[config.mk]
export PLATFORM = sky130hd
export DESIGN_NAME = fetch_stage
export DESIGN_NICKNAME = d
export VERILOG_FILES = /design/src/rtl/fetch_pkg.sv /design/src/rtl/fetch_pc_gen.sv /design/src/rtl/fetch_stage.sv
export SDC_FILE = /design/constraint.sdc
export NUM_CORES = 1
export LEC_CHECK = 0
export CAP_MARGIN = 20
export CORE_MARGIN = 2
export CORE_UTILIZATION = 52
export DETAILED_ROUTE_END_ITERATION = 7
export PLACE_DENSITY = 0.86
export SLEW_MARGIN = 25
export SYNTH_ARGS = -nofsm -noshare
export SYNTH_HDL_FRONTEND = slang
export SYNTH_SLANG_ARGS = --single-unit
[constraint.sdc]
create_clock -name clk -period 3.5 [get_ports clk]
set_input_delay 0.7 -clock clk [delete_from_list [all_inputs] [get_ports clk]]
set_output_delay 0.7 -clock clk [all_outputs]
set_load 0.1 [all_outputs]
[src/rtl/fetch_pkg.sv]
// Constants and state encoding shared by the fetch, decode and execute stages.
package fetch_pkg;
    localparam int              XLEN      = 32;
    localparam logic [XLEN-1:0] RESET_PC  = 32'h0000_0000;
    localparam logic [XLEN-1:0] NOP_INSTR = 32'h0000_0000;
    localparam logic [XLEN-1:0] PC_STEP   = 32'd4;

    typedef enum logic [1:0] {
        FS_REQ  = 2'd0,
        FS_WAIT = 2'd1,
        FS_HOLD = 2'd2
    } fetch_state_t;
endpackage

[src/rtl/fetch_pc_gen.sv]
// Program counter: redirect target, sequential step, or hold.
module fetch_pc_gen
    import fetch_pkg::*;
(
    input  logic            clk,
    input  logic            reset,
    input  logic            i_redirect,
    input  logic [XLEN-1:0] i_redirect_pc,
    input  logic            i_advance,
    output logic [XLEN-1:0] o_pc
);
    logic [XLEN-1:0] r_pc;

    // Redirect wins over advance; the add wraps modulo 2^XLEN.
    always_ff @(posedge clk or negedge reset) begin
        if (!reset) begin
            r_pc <= RESET_PC;
        end else if (i_redirect) begin
            r_pc <= i_redirect_pc;
        end else if (i_advance) begin
            r_pc <= r_pc + PC_STEP;
        end
    end

    assign o_pc = r_pc;
endmodule

[src/rtl/fetch_stage.sv]
// Instruction fetch: single-outstanding imem requests, stall hold buffer,
// redirect flush, and the IR2/PC2 pipeline registers feeding decode.
module fetch_stage
    import fetch_pkg::*;
(
    input  logic            clk,
    input  logic            reset,
    output logic            imem_req,
    output logic [XLEN-1:0] imem_addr,
    input  logic            imem_ready,
    input  logic            imem_rvalid,
    input  logic [XLEN-1:0] imem_rdata,
    input  logic            stall,
    input  logic            redirect,
    input  logic [XLEN-1:0] redirect_pc,
    output logic [XLEN-1:0] ir2_output,
    output logic [XLEN-1:0] pc2_output,
    output logic            valid2
);
    fetch_state_t    r_state;
    logic            r_req;
    logic            r_drop;
    logic [XLEN-1:0] r_hold;
    logic [XLEN-1:0] r_ir2;
    logic [XLEN-1:0] r_pc2;
    logic            r_valid2;

    logic [XLEN-1:0] w_pc;
    logic            w_accept;
    logic            w_load_mem;
    logic            w_load_hold;
    logic            w_advance;

    // Handshake: a request is accepted on an edge where imem_req & imem_ready;
    // imem_addr is held until then, and exactly one imem_rvalid pulse follows.
    assign w_accept    = r_req & imem_ready;
    assign w_load_mem  = (r_state == FS_WAIT) & imem_rvalid & ~r_drop & ~stall & ~redirect;
    assign w_load_hold = (r_state == FS_HOLD) & ~stall & ~redirect;
    assign w_advance   = w_load_mem | w_load_hold;

    fetch_pc_gen u_pc_gen (
        .clk           (clk),
        .reset         (reset),
        .i_redirect    (redirect),
        .i_redirect_pc (redirect_pc),
        .i_advance     (w_advance),
        .o_pc          (w_pc)
    );

    always_ff @(posedge clk or negedge reset) begin
        if (!reset) begin
            r_state  <= FS_REQ;
            r_req    <= 1'b0;
            r_drop   <= 1'b0;
            r_hold   <= '0;
            r_ir2    <= NOP_INSTR;
            r_pc2    <= '0;
            r_valid2 <= 1'b0;
        end else if (redirect) begin
            r_ir2    <= NOP_INSTR;
            r_valid2 <= 1'b0;
            case (r_state)
                FS_REQ: begin
                    // An old request accepted on this edge still owes a response.
                    if (w_accept) begin
                        r_state <= FS_WAIT;
                        r_drop  <= 1'b1;
                        r_req   <= 1'b0;
                    end else begin
                        r_req   <= 1'b1;
                    end
                end
                FS_WAIT: begin
                    if (imem_rvalid) begin
                        r_state <= FS_REQ;
                        r_drop  <= 1'b0;
                        r_req   <= 1'b1;
                    end else begin
                        r_drop  <= 1'b1;
                    end
                end
                default: begin
                    r_state <= FS_REQ;
                    r_drop  <= 1'b0;
                    r_req   <= 1'b1;
                end
            endcase
        end else begin
            case (r_state)
                FS_REQ: begin
                    if (w_accept) begin
                        r_state <= FS_WAIT;
                        r_req   <= 1'b0;
                    end else begin
                        r_req   <= 1'b1;
                    end
                end
                FS_WAIT: begin
                    if (imem_rvalid) begin
                        if (r_drop) begin
                            r_drop  <= 1'b0;
                            r_state <= FS_REQ;
                            r_req   <= 1'b1;
                        end else if (!stall) begin
                            r_ir2    <= imem_rdata;
                            r_pc2    <= w_pc;
                            r_valid2 <= 1'b1;
                            r_state  <= FS_REQ;
                            r_req    <= 1'b1;
                        end else begin
                            r_hold  <= imem_rdata;
                            r_state <= FS_HOLD;
                        end
                    end
                end
                FS_HOLD: begin
                    if (!stall) begin
                        r_ir2    <= r_hold;
                        r_pc2    <= w_pc;
                        r_valid2 <= 1'b1;
                        r_state  <= FS_REQ;
                        r_req    <= 1'b1;
                    end
                end
                default: begin
                    r_state <= FS_REQ;
                    r_req   <= 1'b0;
                end
            endcase
        end
    end

    assign imem_req   = r_req;
    assign imem_addr  = w_pc;
    assign ir2_output = r_ir2;
    assign pc2_output = r_pc2;
    assign valid2     = r_valid2;
endmodule

## Yosys cells after proc, flatten, opt, wreduce, memory -nomap -nowiden

Index checks and enable logic that the tools add are counted.

- ROM bits: 0
- Bits in latches: 0
- Input port bits: 70
- Output and inout bits: 98
- Memories kept: 0
- Bits in registers: 133
- Word-level logic and storage cells: 81
- Memory bits (writable): 0

- Reductions and logical operators: 12
- Multipliers: 0
- Bitwise operators: 11
- Magnitude comparators: 0
- Mux-type cells: 40
- Divide/modulo/power cells: 0
- Shift-type cells: 0
- Eq/ne operators: 9
- $add $sub $neg: 1

Operators with widths:

| cell | number |
|---|---|
| two-way mux 32 bit | 10 |
| case mux 32 bit (2 select lines) | 2 |
| adder 32 x 3 -> 32 bit (second input constant) | 1 |
| two-way mux 1 bit | 15 |
| inequality test 3 bit (second input constant) | 5 |
| two-way mux 2 bit | 7 |
| AND reduction 5 bit | 2 |
| nonzero test 2 bit | 4 |
| AND 1 bit | 7 |
| case mux 1 bit (2 select lines) | 3 |
| case mux 2 bit (3 select lines) | 1 |
| AND reduction 3 bit | 2 |
| inequality test 2 bit (second input constant) | 2 |
| case mux 2 bit (2 select lines) | 1 |
| AND reduction 4 bit | 1 |
| NOT 1 bit | 3 |
| case mux 1 bit (3 select lines) | 1 |
| nonzero test 3 bit | 1 |
| equality test 2 x 1 -> 1 bit (second input constant) | 1 |
| equality test 2 bit (second input constant) | 1 |
| zero test 2 bit | 1 |
| AND reduction 2 bit | 1 |
| OR 1 bit | 1 |

## Logic depth before layout (Yosys ltp)

- Depth in word-level cells: 8
- Gate-level depth with buffers: 8
- Mapped depth without buffers: 6

## Modules after synthesis

From an unflattened synthesis, not the netlist that was laid out.

- Cell total of the unflattened synthesis: 521
- Area, all modules: 6,085.8 sq um

By module, submodules not included:

| module | area an instance (sq um) | cells an instance | instances |
|---|---|---|---|
| fetch_stage | 4,230.3 | 315 | 1 |
| fetch_pc_gen | 1,855.5 | 206 | 1 |

## Worst setup path after synthesis

OpenSTA, ideal clock, no wires.

- Kind: reg-to-reg
- Start point: register u_pc_gen.r_pc[6], in the netlist u_pc_gen.o_pc[6]
- End point: register u_pc_gen.r_pc[23], in the netlist u_pc_gen.o_pc[23]
- Arrival time: 2.385 ns
- Buffers on the path: 1
- Stages on the path, launching flop included: 7
- Path slack: 0.991 ns
- Clock period less this slack: 2.509 ns
- Path through: dfrtp_1 nand4_1 a2111oi_4 buf_6 nand3b_1 xnor2_1 mux2_2

- Word-level cells in the longest chain between the ends: 3

RTL lines:

| element | RTL line | source |
|---|---|---|
| start: declaration | fetch_pc_gen.sv:12 | `logic [XLEN-1:0] r_pc;` |
| start signal: assignment | fetch_pc_gen.sv:19 | `r_pc <= i_redirect_pc;` |
| start signal: assignment | fetch_pc_gen.sv:21 | `r_pc <= r_pc + PC_STEP;` |
| adder 32 x 3 -> 32 bit | fetch_pc_gen.sv:21 |  |
| two-way mux 32 bit | fetch_pc_gen.sv:20 | `end else if (i_advance) begin` |
| two-way mux 32 bit | fetch_pc_gen.sv:18 | `end else if (i_redirect) begin` |

No other way between the ends. The select of a mux whose other input is x is not followed.
A chain may end at the register's enable or synchronous reset.

## Worst setup path after layout

- Start point: input port imem_rvalid
- End point: register u_pc_gen.r_pc[19], in the netlist u_pc_gen.o_pc[19]

- Word-level cells in the longest chain between the ends: 6

RTL lines:

| element | RTL line | source |
|---|---|---|
| start: declaration | fetch_stage.sv:11 | `input logic imem_rvalid,` |
| AND 1 bit (4 in a row) | fetch_stage.sv:37 | `assign w_load_mem = (r_state == FS_WAIT) & imem_rvalid & ~r_drop & ~stall & ~redirect;` |
| OR 1 bit | fetch_stage.sv:39 | `assign w_advance = w_load_mem \| w_load_hold;` |
| nonzero test 2 bit (no line) | - |  |

No other way between the ends.

==> results.json <==
{
  "ant_nets": 0,
  "drc": 0,
  "grt_pass1_wl_um": 25700,
  "tightest_slew_ps": 1010,
  "synth-seq-cells": 133,
  "seq_area_frac_synth_pct": 55.1,
  "antenna_found_initial": 0,
  "critPathMaxFanout": 10,
  "grt.total_usage_pct": 25.9,
  "place_area_sq_mm": 0.00770,
  "final_common_cell": "clkdlybuf4s50_1",
  "syn_area_per_cell_sq_um": 11.0,
  "die_x_um": 112,
  "path_delay_family": "buffers and inverters",
  "power_mw": 7.35,
  "fin_nets": 775,
  "drt-total-wl_um": 15900,
  "io_pins": 168,
  "clock_skew_ps": 7.81,
  "synth.mux.area_fraction_pct": 13.4,
  "numCtsBuffers": 17,
  "drv_slew": 0,
  "cp_slowest_cell": "a2111oi_4",
  "final.min_clock_period_ps": 2760,
  "drt-initial-drc-count": 242,
  "cts.path.max_buffers": 2,
  "gr-total-overflow": 0,
  "clkSinkCount": 133,
  "hold_viol": 0,
  "dp_hpwl_um": 10500,
  "synth_xor_area_share_pct": 4.06,
  "crit_type": "input port to flip-flop",
  "regArea_sq_mm": 0.00333,
  "finalSetupViolations": 0,
  "multi_input_area_sq_mm": 0.00253,
  "firstDrtPassIters": 6,
  "max_stage_delay_ps": 730,
  "tns_ps": 0,
  "fill_cells": 746,
  "post-place-ws_ps": 435,
  "die-area_sq_mm": 0.0125,
  "clock_latency_ps": 420,
  "vias": 4979,
  "synth-adder-area-share_pct": 0.207,
  "cp-end-kind": "flip-flop",
  "area_growth_pct": 37.9,
  "drv_cap": 0,
  "clk_pin_slew_ps": 60,
  "synth.area.top_cells": "dfrtp_1 (55%), mux2_1 (12%), nand2_1 (6.2%), a311oi_1 (4.6%), nor2_1 (2.6%)",
  "hold_path_class": "input port to async pin",
  "netlist_instances": 549,
  "antennaDiodeCount": 0,
  "cts_resized": 0,
  "crit_path_start_kind": "input port",
  "core-area_sq_mm": 0.0114,
  "holdBufCountCts": 0,
  "start_util_pct": 53.1,
  "p_leak_nw": 3.56,
  "yosys.area.top_type_share_pct": 55.1,
  "cp.required_ps": 3780,
  "cts_root_buf": "clkbuf_16",
  "status": "complete, no violations",
  "final.period_utilization_pct": 79.0,
  "hold_slack_ps": 230,
  "dp_cells": 827,
  "synth_top_area_cell": "dfrtp_1",
  "design_area_sq_mm": 0.00833,
  "synth-simple-area-share_pct": 15.4,
  "slew_headroom_pct": 32.6,
  "htreeDepth": 4,
  "postCtsSetupBuffers": 0,
  "worst_slack_ps": 735,
  "final_cells": 860,
  "place.gp.congestion": 0.769,
  "rsz0062_at_grt": "false",
  "final_cell_mix": "clkdlybuf4s50_1 (136), dfrtp_1 (133), nand2_1 (100)",
  "vias_per_cell": 5.79,
  "utilization_pct": 73.3,
  "port_buffers": 167,
  "ys_warn_count": 0,
  "post_drt_wl_per_cell_um": 18.4,
  "grt_start_max_net_pins": 122,
  "syn_area_sq_mm": 0.00604,
  "rows": 39,
  "grt_pass1_vias": 5049,
  "cellPowerDensity_mw_per_mm2": 883,
  "synth_cell_types": 41,
  "synth_top_family_by_area": "simple AND/OR/NAND/NOR gates",
  "cts_tree": "yes",
  "crit_buf_inv": 2,
  "chipHeight_um": 112,
  "fmax_ghz": 0.362,
  "crit_arrival_ps": 3050,
  "syn_nets": 620,
  "crit_chain": "clkdlybuf4s50_1 -> nand4bb_1 -> a2111oi_4 -> buf_4 -> nand3_1 -> xor2_1 -> o21ai_1",
  "drive_gt1_share_pct": 11.2,
  "vdd_ir_drop_max_mv": 0.727,
  "synth_compound_area_share_pct": 8.60
}
-- final timing paths --
check | endpoint | slack [ps] | cells after the start | from
max | u_pc_gen.o_pc[19] | 740 | 7 | imem_rvalid
min | pc2_output[13] | 230 | 1 | reset
min in group clk | pc2_output[16] | 480 | 1 | pc2_output[16]
max reg2reg | u_pc_gen.o_pc[19] | 950 | 6 | r_state[1]
min reg2reg | pc2_output[16] | 480 | 1 | pc2_output[16]
max in group asynchronous | u_pc_gen.o_pc[2] | 2350 | 3 | reset
-- synthesized netlist by cell type (all sizes together) --
cell type and count:
inv 4, a211oi 1, nand3b 1, xor2 10
and4bb 1, o211ai 1, o211a 2, and3 8
a2111oi 1, mux2i 1, nand4b 1, a21oi 5
and4b 1, nor2 42, nand3 10, o21ai 28
nand2 100, buf 16, dfrtp 133, nor4 6
nor2b 4, mux2 71, nand2b 3, o31ai 1
and4 5, or3 1, or4b 1, or2 1
nor3 3, nand4bb 1, clkbuf 23, xnor2 18
a311oi 32, ha 1, nand4 12
-- worst reg2reg max path, stage by stage, from the launching register on --
cell and delay [ps]:
dfrtp_1 570, nand2b_4 350, a2111oi_4 790, buf_4 260, nand3_1 120, xor2_1 250
o21ai_1 80
-- cells by family (layout without fill, tap and decap cells) --
family                   Yosys count  after routing
adder cells (fa/ha/maj)            1              1
buffers and inverters             43            211
AND/OR/NAND/NOR                  201            201
flip-flops                       133            133
multiplexers                      72             72
AO/OA/AOI/OAI                     71             71
XOR/XNOR                          28             28
-- area by class of cell --
cell class / instances / share of cell area, %
well taps: 143 / 2.15
inverters: 4 / 0.180
clock buffers: 20 / 5.60
flip-flops and latches: 133 / 40.0
clock inverters: 12 / 1.55
repair buffers: 175 / 20.2
multi-input cells: 373 / 30.4
-- sequential cells by signal (all words and copies together), names as in the netlist --
register       count
imem_req           1
ir2_output        32
pc2_output        32
r_drop             1
r_hold            32
r_state            2
u_pc_gen.o_pc     32
valid2             1
-- report_power, final --
part | internal, mW | total [mW] | switching, mW
Clock | 1.10 | 1.77 | 0.670
Sequential | 1.99 | 2.31 | 0.313
Combinational | 0.812 | 3.28 | 2.46
Total | 3.91 | 7.35 | 3.45
-- routing by layer --
| metal | track usage [%] | vias to the layer above | part of all wire, % |
|---|---|---|---|
| met3 | 7.24 | 35 | 8.5 |
| met5 | 0 | - | 0 |
| li1 | - | 2244 | - |
| met1 | 33.2 | 2440 | 40 |
| met4 | 9.47 | 0 | 2.2 |
| met2 | 42.2 | 260 | 49 |
Note: power is estimated with default switching activity, not from simulation.
